<file path="src/rtl/imem_loader_if.sv">
// Program-load stream, fetch port and load status between a loader and its host.
interface imem_loader_if #(
  parameter int unsigned AW = 4
);
  logic        load_req;
  logic        in_valid;
  logic        in_ready;
  logic [7:0]  in_byte;
  logic [31:0] ADDR;
  logic [31:0] RD;
  logic        core_hold;
  logic        load_done;
  logic        load_err;
  logic [AW:0] word_cnt;

  modport master (
    output load_req, in_valid, in_byte, ADDR,
    input  in_ready, RD, core_hold, load_done, load_err, word_cnt
  );

  modport slave (
    input  load_req, in_valid, in_byte, ADDR,
    output in_ready, RD, core_hold, load_done, load_err, word_cnt
  );
endinterface

</file>
<file path="src/rtl/imem_loader.sv">
// Writable instruction store loaded from a length-prefixed little-endian byte stream;
// holds the core in reset until the load completes and serves fetches combinationally.
module imem_loader #(
  parameter int unsigned DEPTH = 16,
  parameter int unsigned AW    = 4
) (
  input  logic          clk,
  input  logic          rst,
  imem_loader_if.slave  bus
);

  localparam int unsigned NW = AW + 1;

  typedef enum logic [1:0] {LEN0, LEN1, DATA, DONE} state_t;

  state_t        state_q;
  logic [7:0]    len_lo_q;
  logic [15:0]   n_q;
  logic [1:0]    lane_q;
  logic [23:0]   buf_q;
  logic [15:0]   rcv_q;
  logic [NW-1:0] word_cnt_q;
  logic          load_err_q;
  logic          load_done_q;
  logic          core_hold_q;

  logic [31:0]   mem [DEPTH];

  logic          xfer;
  logic [15:0]   n_full;
  logic [31:0]   word;
  logic          wr_en;
  logic [AW-1:0] rd_idx;
  logic          rd_hit;
  logic          unused_addr_lo;

  assign bus.in_ready = (state_q != DONE) && !bus.load_req;
  assign xfer         = bus.in_valid && bus.in_ready;
  assign n_full       = {bus.in_byte, len_lo_q};
  assign word         = {bus.in_byte, buf_q};
  // Words past the array end are still counted toward N but never stored.
  assign wr_en        = xfer && (state_q == DATA) && (lane_q == 2'd3) && (rcv_q < 16'(DEPTH));

  always_ff @(posedge clk or negedge rst) begin
    if (!rst) begin
      state_q     <= LEN0;
      len_lo_q    <= '0;
      n_q         <= '0;
      lane_q      <= '0;
      buf_q       <= '0;
      rcv_q       <= '0;
      word_cnt_q  <= '0;
      load_err_q  <= 1'b0;
      load_done_q <= 1'b0;
      core_hold_q <= 1'b1;
    end else if (bus.load_req) begin
      state_q     <= LEN0;
      lane_q      <= '0;
      rcv_q       <= '0;
      word_cnt_q  <= '0;
      load_err_q  <= 1'b0;
      load_done_q <= 1'b0;
      core_hold_q <= 1'b1;
    end else if (xfer) begin
      case (state_q)
        LEN0: begin
          len_lo_q <= bus.in_byte;
          state_q  <= LEN1;
        end
        LEN1: begin
          n_q <= n_full;
          if (n_full == 16'd0) begin
            state_q     <= DONE;
            load_done_q <= 1'b1;
            core_hold_q <= 1'b0;
          end else begin
            state_q    <= DATA;
            load_err_q <= (n_full > 16'(DEPTH));
          end
        end
        DATA: begin
          lane_q <= lane_q + 2'd1;
          // Shift bytes in from the top so byte 0 lands in bits [7:0].
          buf_q  <= {bus.in_byte, buf_q[23:8]};
          if (lane_q == 2'd3) begin
            rcv_q <= rcv_q + 16'd1;
            if (wr_en) begin
              word_cnt_q <= word_cnt_q + NW'(1);
            end
            if (rcv_q == n_q - 16'd1) begin
              state_q     <= DONE;
              load_done_q <= 1'b1;
              core_hold_q <= 1'b0;
            end
          end
        end
        default: state_q <= state_q;
      endcase
    end
  end

  // Array is deliberately left out of reset; stale entries are masked by word_cnt.
  always_ff @(posedge clk) begin
    if (wr_en) begin
      mem[rcv_q[AW-1:0]] <= word;
    end
  end

  assign rd_idx         = bus.ADDR[AW+1:2];
  assign rd_hit         = (bus.ADDR[31:AW+2] == '0) && ({1'b0, rd_idx} < word_cnt_q);
  assign bus.RD         = rd_hit ? mem[rd_idx] : 32'd0;
  assign unused_addr_lo = ^bus.ADDR[1:0];

  assign bus.word_cnt  = word_cnt_q;
  assign bus.load_err  = load_err_q;
  assign bus.load_done = load_done_q;
  assign bus.core_hold = core_hold_q;

endmodule

</file>
<file path="src/flat_wrapper.sv">
// flat-port wrapper written by rule: the top's interface ports become plain ports
module imem_loader_flat 
#(
  parameter int unsigned DEPTH = 16,
  parameter int unsigned AW    = 4
)
  (clk, rst, bus_load_req, bus_in_valid, bus_in_byte, bus_ADDR, bus_in_ready, bus_RD, bus_core_hold, bus_load_done, bus_load_err, bus_word_cnt);
  imem_loader_if #(.AW(AW)) bus_i ();
  input  logic clk;
  input  logic rst;
  input wire logic [$bits(bus_i.load_req)-1:0] bus_load_req;
  input wire logic [$bits(bus_i.in_valid)-1:0] bus_in_valid;
  input wire logic [$bits(bus_i.in_byte)-1:0] bus_in_byte;
  input wire logic [$bits(bus_i.ADDR)-1:0] bus_ADDR;
  output wire logic [$bits(bus_i.in_ready)-1:0] bus_in_ready;
  output wire logic [$bits(bus_i.RD)-1:0] bus_RD;
  output wire logic [$bits(bus_i.core_hold)-1:0] bus_core_hold;
  output wire logic [$bits(bus_i.load_done)-1:0] bus_load_done;
  output wire logic [$bits(bus_i.load_err)-1:0] bus_load_err;
  output wire logic [$bits(bus_i.word_cnt)-1:0] bus_word_cnt;
  assign bus_i.load_req = bus_load_req;
  assign bus_i.in_valid = bus_in_valid;
  assign bus_i.in_byte = bus_in_byte;
  assign bus_i.ADDR = bus_ADDR;
  assign bus_in_ready = bus_i.in_ready;
  assign bus_RD = bus_i.RD;
  assign bus_core_hold = bus_i.core_hold;
  assign bus_load_done = bus_i.load_done;
  assign bus_load_err = bus_i.load_err;
  assign bus_word_cnt = bus_i.word_cnt;
  imem_loader #(.DEPTH(DEPTH), .AW(AW)) u_core (.clk(clk), .rst(rst), .bus(bus_i));
endmodule
</file>
<file path="config.mk">
export PLATFORM = sky130hd
export DESIGN_NAME = imem_loader_flat
export DESIGN_NICKNAME = d
export VERILOG_FILES = /design/src/rtl/imem_loader_if.sv /design/src/rtl/imem_loader.sv /design/src/flat_wrapper.sv
export SDC_FILE = /design/constraint.sdc
export NUM_CORES = 1
export LEC_CHECK = 0
export CAP_MARGIN = 20
export CORE_ASPECT_RATIO = 0.8
export CORE_MARGIN = 10
export CORE_UTILIZATION = 55
export CTS_CLUSTER_DIAMETER = 200
export DETAILED_ROUTE_END_ITERATION = 6
export GPL_TIMING_DRIVEN = 0
export PLACE_DENSITY_LB_ADDON = 0.12
export SLEW_MARGIN = 20
export SYNTH_ARGS = -nofsm -noshare
export SYNTH_HDL_FRONTEND = slang
export SYNTH_SLANG_ARGS = --single-unit
</file>
<file path="constraint.sdc">
create_clock -name clk -period 6.6 [get_ports clk]
set_clock_uncertainty 0.1 [all_clocks]
set_input_delay 1.32 -clock clk [delete_from_list [all_inputs] [get_ports clk]]
set_output_delay 1.32 -clock clk [all_outputs]
set_load 0.1 [all_outputs]
</file>
==> results of run 1 <==
==> cell type report <==
class | instances | area, sq um
flip-flops and latches | 588 | 17300
fillers | 2897 | 14900
multi-input cells | 512 | 6090
clock buffers | 82 | 1580
repair buffers | 94 | 953
well taps | 552 | 691
plain buffers | 62 | 345
clock inverters | 23 | 263
inverters | 10 | 37.5
==> power breakdown <==
| group | switching [mW] | leakage [nW] | internal (mW) |
|---|---|---|---|
| sequential | 0.373 | 5.76 | 4.43 |
| combinational | 0.391 | 2.74 | 0.376 |
| clock | 1.35 | 0.902 | 1.86 |
| total | 2.11 | 9.40 | 6.67 |
==> cell families after synthesis <==
logic type               synth area share
flip-flops                          0.732
AO/OA/AOI/OAI                      0.0145
buffers and inverters              0.0122
XOR/XNOR                           0.0130
adder cells (fa/ha/maj)           0.00742
AND/OR/NAND/NOR                    0.0503
multiplexers                        0.171
==> worst min-delay path by stage <==
stage | from | end
floorplan | u_core.len_lo_q[2]$_DFFE_PN0P_ | u_core.n_q[2]$_DFFE_PN0P_
global placement | u_core.bus.core_hold$_DFFE_PN1P_ | u_core.bus.core_hold$_DFFE_PN1P_
detailed placement | u_core.bus.core_hold$_DFFE_PN1P_ | u_core.bus.core_hold$_DFFE_PN1P_
CTS | u_core.bus.core_hold$_DFFE_PN1P_ | u_core.bus.core_hold$_DFFE_PN1P_
global route | u_core.bus.load_err$_DFFE_PN0P_ | u_core.bus.load_err$_DFFE_PN0P_
finish | u_core.bus.core_hold$_DFFE_PN1P_ | u_core.bus.core_hold$_DFFE_PN1P_
==> registers in the layout (all words and copies together), names as in the netlist, 2 cells and up <==
name / count
u_core.state_q: 2
u_core.len_lo_q: 8
u_core.buf_q: 24
u_core.bus.word_cnt: 5
u_core.mem: 512
u_core.n_q: 16
u_core.rcv_q: 16
u_core.lane_q: 2
==> per-stage QoR <==
step                instance area, sq um  hold slack, ps
floorplan                          23600             359
global placement                   25100             392
detailed placement                 25300             392
CTS                                27200             401
global route                       27200             448
finish                             27200             396
==> repair_timing <==
action | 4_1_cts | 5_1_grt
endpoints found under the hold margin | 0 | 0
cloned | 0 | 0
resized for setup | 54 | 10
endpoints found under the setup margin | 32 | 10
==> layout by cell type (no fill, tap or decap), drive strengths merged, types with 3 or more instances in the layout <==
cell	count
dlygate4sd2	22
and2	16
clkbuf	126
clkinvlp	3
nand2	43
clkdlybuf4s15	10
a21oi	10
and4	6
dfrtp	75
nor3b	6
ha	14
or4	5
nand3	12
clkdlybuf4s50	51
xnor2	15
nand4	10
xor2	20
a211oi	3
clkinv	13
dlymetal6s2s	8
mux2	38
o21ai	13
nor3	7
nor4	15
mux4	160
buf	21
nor2b	37
nand2b	5
nor2	39
inv	12
edfxtp	512
o211ai	4
bufinv	5
or3	5
and3	3
==> worst reg2reg max path, cell delays in order, from the launching register on <==
cell	delay, ps
dfrtp_1	410
ha_1	250
nor3b_1	470
nand2_1	390
nor3_1	310
clkbuf_1	420
nor3b_1	490
and2_4	650
==> layer usage <==
layer,GRT usage,up-vias,part of all wire
li1,-,5086,-
met4,0.0406,0,0.014
met5,0,-,0
met2,0.327,535,0.46
met3,0.0417,64,0.080
met1,0.318,6373,0.44
==> flow_summary.json, run 1 <==
{
  "ys_warn_count": 0,
  "path_cells": "clkdlybuf4s50_1 -> clkbuf_2 -> clkdlybuf4s15_2 -> mux4_2 -> mux4_2 -> nor2b_1 -> clkdlybuf4s50_1",
  "grtUsageTotal": 0.213,
  "cp-start-kind": "input port",
  "syn-cell-area_sq_um": 23600,
  "critPathRequiredTime_ps": 5180,
  "p_leak_nw": 9.40,
  "pre_cts_slack_ps": -615,
  "chipWidth_microns": 252,
  "htreeDepth": 2,
  "placed_cells_incl_taps": 1818,
  "cap_violations": 0,
  "drive_above_1_share": 0.260,
  "post-synth-top-count-cell": "edfxtp_1",
  "r2r-start": "u_core.state_q[0]$_DFFE_PN0P_",
  "syn2layout_area_growth_pct": 15.3,
  "vdd_drop_max_uv": 209,
  "async_reset_ff_frac": 0.129,
  "ios": 85,
  "final_util": 0.646,
  "status": "finished, final reports clean",
  "grt_pass1_wl_microns": 80900,
  "insertion_delay_ps": 600,
  "post_drt_via_cell_ratio": 6.27,
  "worst-path-buf-inv": 4,
  "cp_data_arrival_time_ps": 5050,
  "cp_top_family": "buffers and inverters",
  "nNetsFinal": 1382,
  "synth_cell_type_count": 59,
  "grt_max_degree": 44,
  "seq_area_frac_synth": 0.732,
  "port-buffer-count": 82,
  "worst_pin_slew_ps": 1060,
  "startpoint": "bus_ADDR[2]",
  "dieHeight_microns": 205,
  "synth_top_area_cell": "edfxtp_1",
  "cts_buffer_depth": 3,
  "reg2reg_slack_ps": 2660,
  "max_freq_ghz": 0.154,
  "wirelength_microns": 54300,
  "fp-row-count": 67,
  "cts_num_sinks": 588,
  "hold_class": "flop to flop",
  "cts_tree": "built",
  "ys_seq_elements": 588,
  "final_cells": 1923,
  "synth_area_per_cell_sq_um": 20.2,
  "cp.depth": 7,
  "post-cts-setup-buffers": 0,
  "fin_ws_ps": 126,
  "clk_pin_slew_worst_paths_ps": 60,
  "cp_slowest_cell": "clkdlybuf4s50_1",
  "r2r_end": "u_core.mem[2][28]$_DFFE_PP_",
  "wire_per_inst_microns": 28.2,
  "yosys-top-cells-area": "edfxtp_1, mux4_2, dfrtp_1, mux2_2, nor2b_1",
  "syn-num-nets": 1230,
  "critPathMaxFanout": 10,
  "antenna_found_initial": 0,
  "hold_path_depth": 2,
  "synth_commonest_cells": "edfxtp_1, mux4_2, dfrtp_1, nand2_1, clkbuf_1",
  "cts_hold_buf": 0,
  "start_util": 0.560,
  "grt_overflow_total": 0,
  "drc_errors": 0,
  "coreArea_sq_um": 42200,
  "hold_violations": 0,
  "setup.worst_path.end": "bus_RD[9]",
  "first_pass_iters": 5,
  "via_count": 12100,
  "finalSetupTns_ps": 0,
  "crit_type": "input port to primary output",
  "slew_violations": 0,
  "final.period_utilization": 0.981,
  "setup_violations": 0,
  "final.min_clock_period_ps": 6470,
  "diodes": 0,
  "root_buffer": "clkbuf_16",
  "power_density_nw_per_um2": 322,
  "r2r_cells": 7,
  "rsz0062_at_grt": "false",
  "gp_congestion": 0.804,
  "synth_ff_type": "edfxtp_1",
  "dpl.hpwl_microns": 31800,
  "synth_edf_count": 512,
  "power.total_mw": 8.78,
  "syn_inst": 1172,
  "fp.dieArea_sq_um": 51700,
  "grt_pass1_vias": 12300,
  "drtIter0Drc": 1385,
  "endpoint_kind": "primary output",
  "slew_headroom": 0.292,
  "slowest_delay_ps": 990,
  "ant_nets": 0,
  "post-synth-top-area-fraction": 0.651,
  "cts_buffers": 56
}
Note: power is estimated with default switching activity, not from simulation.
==> inputs of run 2 (changes only) <==
--- a/config.mk
+++ b/config.mk
@@ -5,7 +5,7 @@
 export SDC_FILE = /design/constraint.sdc
 export NUM_CORES = 1
 export LEC_CHECK = 0
-export CAP_MARGIN = 20
+export ABC_AREA = 1
 export CORE_ASPECT_RATIO = 0.8
 export CORE_MARGIN = 10
 export CORE_UTILIZATION = 55
==> flow_summary.json, run 2 <==
{
  "status": "finished with violations",
  "violations": "design-rule violations",
  "cts_tree": "built",
  "drive_above_1_share": 0.112,
  "layout_common_cells": "edfxtp_1, o21ai_0, nand2_1",
  "slowest_delay_ps": 830,
  "worst_pin_slew_ps": 1150,
  "drtIter0Drc": 2196,
  "place_area_sq_um": 27200,
  "worst-path-buf-inv": 6,
  "port-buffer-count": 80,
  "cap_violations": 0,
  "synth_edf_count": 512,
  "synth_top_family_by_area": "compound AO/OA/AOI/OAI gates",
  "synth.mux.area_fraction": 0.0547,
  "ant_nets": 0,
  "path_cells": "clkdlybuf4s50_1 -> buf_2 -> inv_2 -> buf_2 -> clkdlybuf4s15_1 -> a21oi_1 -> o21ai_0 -> nand3_1 -> o211ai_1 -> o21ai_0 -> nor2_1 -> clkdlybuf4s15_1",
  "diodes": 0,
  "endpoint_kind": "primary output",
  "clk_pin_slew_worst_paths_ps": 60,
  "slew_violations": 0,
  "grtUsageTotal": 0.254,
  "max_freq_ghz": 0.153,
  "wirelength_microns": 69200,
  "yosys.area_share.simple": 0.0845,
  "fp.dieArea_sq_um": 54200,
  "ys_seq_elements": 588,
  "syn2layout_area_growth_pct": 16.7,
  "cts_hold_buf": 0,
  "post-synth-top-count-cell": "edfxtp_1",
  "grt_max_degree": 56,
  "hold_violations": 0,
  "hold_slack_ps": 361,
  "synth_top_area_cell": "edfxtp_1",
  "p_leak_nw": 10.9,
  "dieHeight_microns": 210,
  "antenna_found_initial": 2,
  "vdd_drop_max_uv": 214,
  "r2r_cells": 9,
  "yosys-top-cells-area": "edfxtp_1, dfrtp_1, o21ai_0, nand2_1, a21oi_1",
  "critPathRequiredTime_ps": 5180,
  "via_count": 16900,
  "fp-row-count": 69,
  "synth_area_per_cell_sq_um": 12.2,
  "htreeDepth": 2,
  "slew_headroom": 0.234,
  "synth_xor_xnor_area_share": 0.00352,
  "grt_pass1_wl_microns": 104000,
  "crit_type": "input port to primary output",
  "power.total_mw": 9.17,
  "seq_area_frac_synth": 0.695,
  "dpl.hpwl_microns": 47100,
  "synth-compound-area-share": 0.105,
  "async_reset_ff_frac": 0.129,
  "cp.depth": 12,
  "coreArea_sq_um": 44500,
  "hold_path_depth": 2,
  "final_cell_area_sq_um": 29000,
  "post-synth-top-area-fraction": 0.619,
  "cts_buffers": 56,
  "setup_violations": 0,
  "cp_slowest_cell": "clkdlybuf4s15_1",
  "synth_cell_type_count": 44,
  "cts_buffer_depth": 3,
  "chipWidth_microns": 258,
  "syn_inst": 2037,
  "syn-cell-area_sq_um": 24900,
  "insertion_delay_ps": 620,
  "fill_cells": 3392,
  "final.min_clock_period_ps": 6540,
  "root_buffer": "clkbuf_16",
  "synthAdderAreaFrac": 0.00705,
  "cp_top_family": "buffers and inverters",
  "post_drt_via_cell_ratio": 5.92,
  "critPathMaxFanout": 10,
  "final.period_utilization": 0.992,
  "fin_ws_ps": 55.4,
  "first_pass_iters": 7,
  "gp_congestion": 0.868,
  "final_common_cell": "edfxtp_1",
  "multi_input_area_sq_um": 6450,
  "cts_num_sinks": 588,
  "rsz0062_at_grt": "false",
  "power_density_nw_per_um2": 316,
  "start_util": 0.558,
  "pre_cts_slack_ps": -285,
  "placed_cells_incl_taps": 2745,
  "ios": 85,
  "grt_overflow_total": 0,
  "synth_commonest_cells": "edfxtp_1, o21ai_0, nand2_1, inv_1, a21oi_1",
  "hold_class": "flop to flop",
  "syn-num-nets": 2095,
  "final_cells": 2850,
  "cp-start-kind": "input port",
  "drc_errors": 2,
  "ys_warn_count": 0,
  "grt_pass1_vias": 16600,
  "cp_data_arrival_time_ps": 5120,
  "wire_per_inst_microns": 24.3,
  "synth_ff_type": "edfxtp_1",
  "nNetsFinal": 2258,
  "seqCellArea_sq_um": 17300,
  "largest_reg_flops": 512
}
-- run 2: cell types whose count changed after synthesis, sizes merged, moves of 42 or more --
cell   change
nor2      +42
nand2    +225
mux2i     +65
o21ai    +312
mux4     -160
a21oi    +157
inv      +189
nand3     +87
-- run 2: power by group --
group	internal (mW)	switching [mW]	total [mW]
clock	1.87	1.39	3.26
sequential	4.55	0.483	5.03
combinational	0.297	0.580	0.878
total	6.72	2.45	9.17
-- run 2: repair_timing --
| action | 4_1_cts | 5_1_grt |
|---|---|---|
| setup endpoints to repair | 24 | 25 |
| setup buffers | 0 | 0 |
| gates resized for setup | 25 | 34 |
-- run 2: kinds of logic (layout without fill, tap and decap cells) --
logic type / count (synthesis) / count (layout)
xor gates and xnor gates: 10 / 10
AOI/OAI and AO/OA: 510 / 510
DFF: 588 / 588
muxes: 128 / 128
and+or+nand+nor: 481 / 481
adders and majority gates: 14 / 14
buffers and inverters: 306 / 516
-- run 2: stage by stage --
| step | utilization | TNS (ps) |
|---|---|---|
| after floorplan | - | 0 |
| after global placement | 0.593 | -38860 |
| after detailed placement | 0.610 | -3310 |
| after CTS | 0.651 | 0 |
| after global routing | 0.651 | 0 |
| final | 0.651 | 0 |
-- run 2: worst paths after layout --
kind / slack [ps] / end / startpoint
worst min register to register: 360 / u_core.bus.core_hold$_DFFE_PN1P_ / u_core.bus.core_hold$_DFFE_PN1P_
worst max-delay path: 60 / bus_RD[27] / bus_ADDR[3]
max in group asynchronous: 5270 / u_core.bus.core_hold$_DFFE_PN1P_ / rst
worst max register to register: 2840 / u_core.mem[0][7]$_DFFE_PP_ / u_core.state_q[0]$_DFFE_PN0P_
worst min-delay path: 360 / u_core.bus.core_hold$_DFFE_PN1P_ / u_core.bus.core_hold$_DFFE_PN1P_
min in group asynchronous: 500 / u_core.rcv_q[12]$_DFFE_PN0P_ / rst
-- run 2: worst min-delay path, cell delays in order (launching register included) --
cell     delay [ps]
dfstp_2         370
nand2_1          50
nand2_1          40
-- run 2: routing by layer --
layer	global-route usage	vias to the layer above	wire length, microns
li1	-	7579	-
met1	0.356	8284	28800
met2	0.394	883	31400
met3	0.0510	131	7050
met4	0.0832	0	1970
met5	0	-	0
-- run 2: area by class of cell --
type                            instances  area share
Sequential cell                       588       0.596
Multi-Input combinational cell       1143       0.222
Clock buffer                           80      0.0550
Timing Repair Buffer                  105      0.0484
Inverter                              202      0.0263
Tap cell                              603      0.0260
Buffer                                104      0.0173
Clock inverter                         25     0.00889
==> inputs of run 3 (changes only) <==
==> constraint.sdc (replaced) <==
create_clock -name clk -period 7.7 [get_ports clk]
set_clock_uncertainty 0.1 [all_clocks]
set_input_delay 1.54 -clock clk [delete_from_list [all_inputs] [get_ports clk]]
set_output_delay 1.54 -clock clk [all_outputs]
set_load 0.1 [all_outputs]
==> flow_summary.json, run 3 (same netlist as run 2, synthesis figures left out) <==
{
  "largest_reg_flops": 512,
  "setup_violations": 0,
  "violations": "design-rule violations",
  "path_cells": "clkdlybuf4s50_1 -> buf_2 -> inv_2 -> buf_2 -> clkbuf_1 -> a21oi_1 -> o21ai_0 -> nand3_1 -> o21ai_0 -> nand2_1 -> a21oi_1 -> clkdlybuf4s50_1",
  "post-cts-setup-buffers": 0,
  "slew_headroom": 0.259,
  "hold_path_depth": 2,
  "fp-row-count": 69,
  "top_usage_layer": "met2",
  "grt_overflow_total": 0,
  "final.min_clock_period_ps": 7450,
  "grt_pass1_wl_microns": 104000,
  "slowest_delay_ps": 1210,
  "layout_common_cells": "edfxtp_1, o21ai_0, nand2_1",
  "first_pass_iters": 7,
  "final_util": 0.652,
  "via_count": 16900,
  "cp_slowest_cell": "clkdlybuf4s50_1",
  "port-buffer-count": 80,
  "coreArea_sq_um": 44500,
  "cp.depth": 12,
  "dpl.hpwl_microns": 47100,
  "reg2reg_slack_ps": 3990,
  "crit_type": "input port to primary output",
  "cts_resized": 0,
  "max_freq_ghz": 0.134,
  "slew_violations": 0,
  "root_buffer": "clkbuf_16",
  "grt_util_met3": 0.0510,
  "syn2layout_area_growth_pct": 16.8,
  "wire_per_inst_microns": 24.2,
  "antenna_found_initial": 2,
  "fp.dieArea_sq_um": 54200,
  "start_util": 0.558,
  "cts_buffers": 56,
  "cts_num_sinks": 588,
  "drc_errors": 1,
  "nNetsFinal": 2258,
  "critPathRequiredTime_ps": 6060,
  "fill_cells": 3385,
  "wirelength_microns": 69100,
  "hold_class": "flop to flop",
  "cts_hold_buf": 0,
  "cp_data_arrival_time_ps": 5810,
  "hold_path.startpoint": "u_core.bus.core_hold$_DFFE_PN1P_",
  "gp_congestion": 0.868,
  "endpoint_kind": "primary output",
  "grt_max_degree": 56,
  "power_density_nw_per_um2": 271,
  "grt_pass1_vias": 16600,
  "p_leak_nw": 10.7,
  "cp_top_family": "buffers and inverters",
  "status": "finished with violations",
  "vdd_drop_max_uv": 184,
  "post_drt_via_cell_ratio": 5.93,
  "final.period_utilization": 0.967,
  "cap_violations": 0,
  "hold_violations": 0,
  "drive_above_1_share": 0.106,
  "grt_use_met1": 0.356,
  "clk_pin_slew_worst_paths_ps": 60,
  "rsz0062_at_grt": "false",
  "r2r_end": "u_core.mem[0][7]$_DFFE_PP_",
  "grt_use_met2": 0.394,
  "htreeDepth": 2,
  "final_common_cell": "edfxtp_1",
  "critPathMaxFanout": 10,
  "cts_tree": "built",
  "ant_nets": 0,
  "r2r_cells": 9,
  "cts_buffer_depth": 3,
  "finalSetupTns_ps": 0,
  "insertion_delay_ps": 630,
  "cp-start-kind": "input port",
  "r2r-start": "u_core.state_q[0]$_DFFE_PN0P_",
  "grtUsageTotal": 0.254,
  "hold_end": "u_core.bus.core_hold$_DFFE_PN1P_",
  "ios": 85,
  "worst-path-buf-inv": 6,
  "dieHeight_microns": 210,
  "worst_pin_slew_ps": 1110,
  "chipWidth_microns": 258,
  "drtIter0Drc": 2065
}
[run 3: layer usage]
layer  up-vias  wire (microns)
li1       7583               -
met1      8350           28800
met2       853           31500
met3       113            7060
met4         0            1750
met5         -               0
[run 3: area by class of cell]
cell class	count	area (sq um)	area share
multi-input combinational	1143	6440	0.222
timing repair buffer	105	1460	0.0501
clock inverter	25	258	0.00887
buffer	104	495	0.0171
sequential	588	17300	0.595
tap	603	754	0.0260
antenna	1	2.50	0.0000862
inverter	202	763	0.0263
clock buffer	80	1600	0.0549
[run 3: worst min-delay path, stage by stage, from the launching register on]
cell	delay [ps]
dfstp_2	370
nand2_1	50
nand2_1	40
[run 3: report_power, final]
group | switching [mW] | total [mW] | internal, mW
sequential | 0.415 | 4.31 | 3.90
clock | 1.19 | 2.80 | 1.61
combinational | 0.496 | 0.751 | 0.255
[run 3: how the worst max path moves through the flow]
stage	endpoint	start	slack (ps)
detailed placement	bus_RD[29]	bus_ADDR[3]	370
finish	bus_RD[29]	bus_ADDR[3]	250
global placement	bus_RD[29]	bus_ADDR[3]	430
CTS	bus_RD[29]	bus_ADDR[3]	360
floorplan	bus_RD[29]	bus_ADDR[3]	1960
global route	bus_RD[29]	bus_ADDR[3]	70
[run 3: per-stage QoR]
| step | hold slack, ps | total power [mW] | instances | instance area (sq um) | setup WS, ps |
|---|---|---|---|---|---|
| 3_3_place_gp | 352 | 5.06 | 2720 | 26400 | 434 |
| 5_1_grt | 385 | 8.14 | 2850 | 29000 | 74.2 |
| 2_1_floorplan | 368 | 4.69 | 2037 | 24900 | 1960 |
| 4_1_cts | 368 | 7.87 | 2850 | 29000 | 359 |
| 3_5_place_dp | 359 | 5.11 | 2745 | 27200 | 375 |
| 6_report | 361 | 7.86 | 2851 | 29000 | 254 |
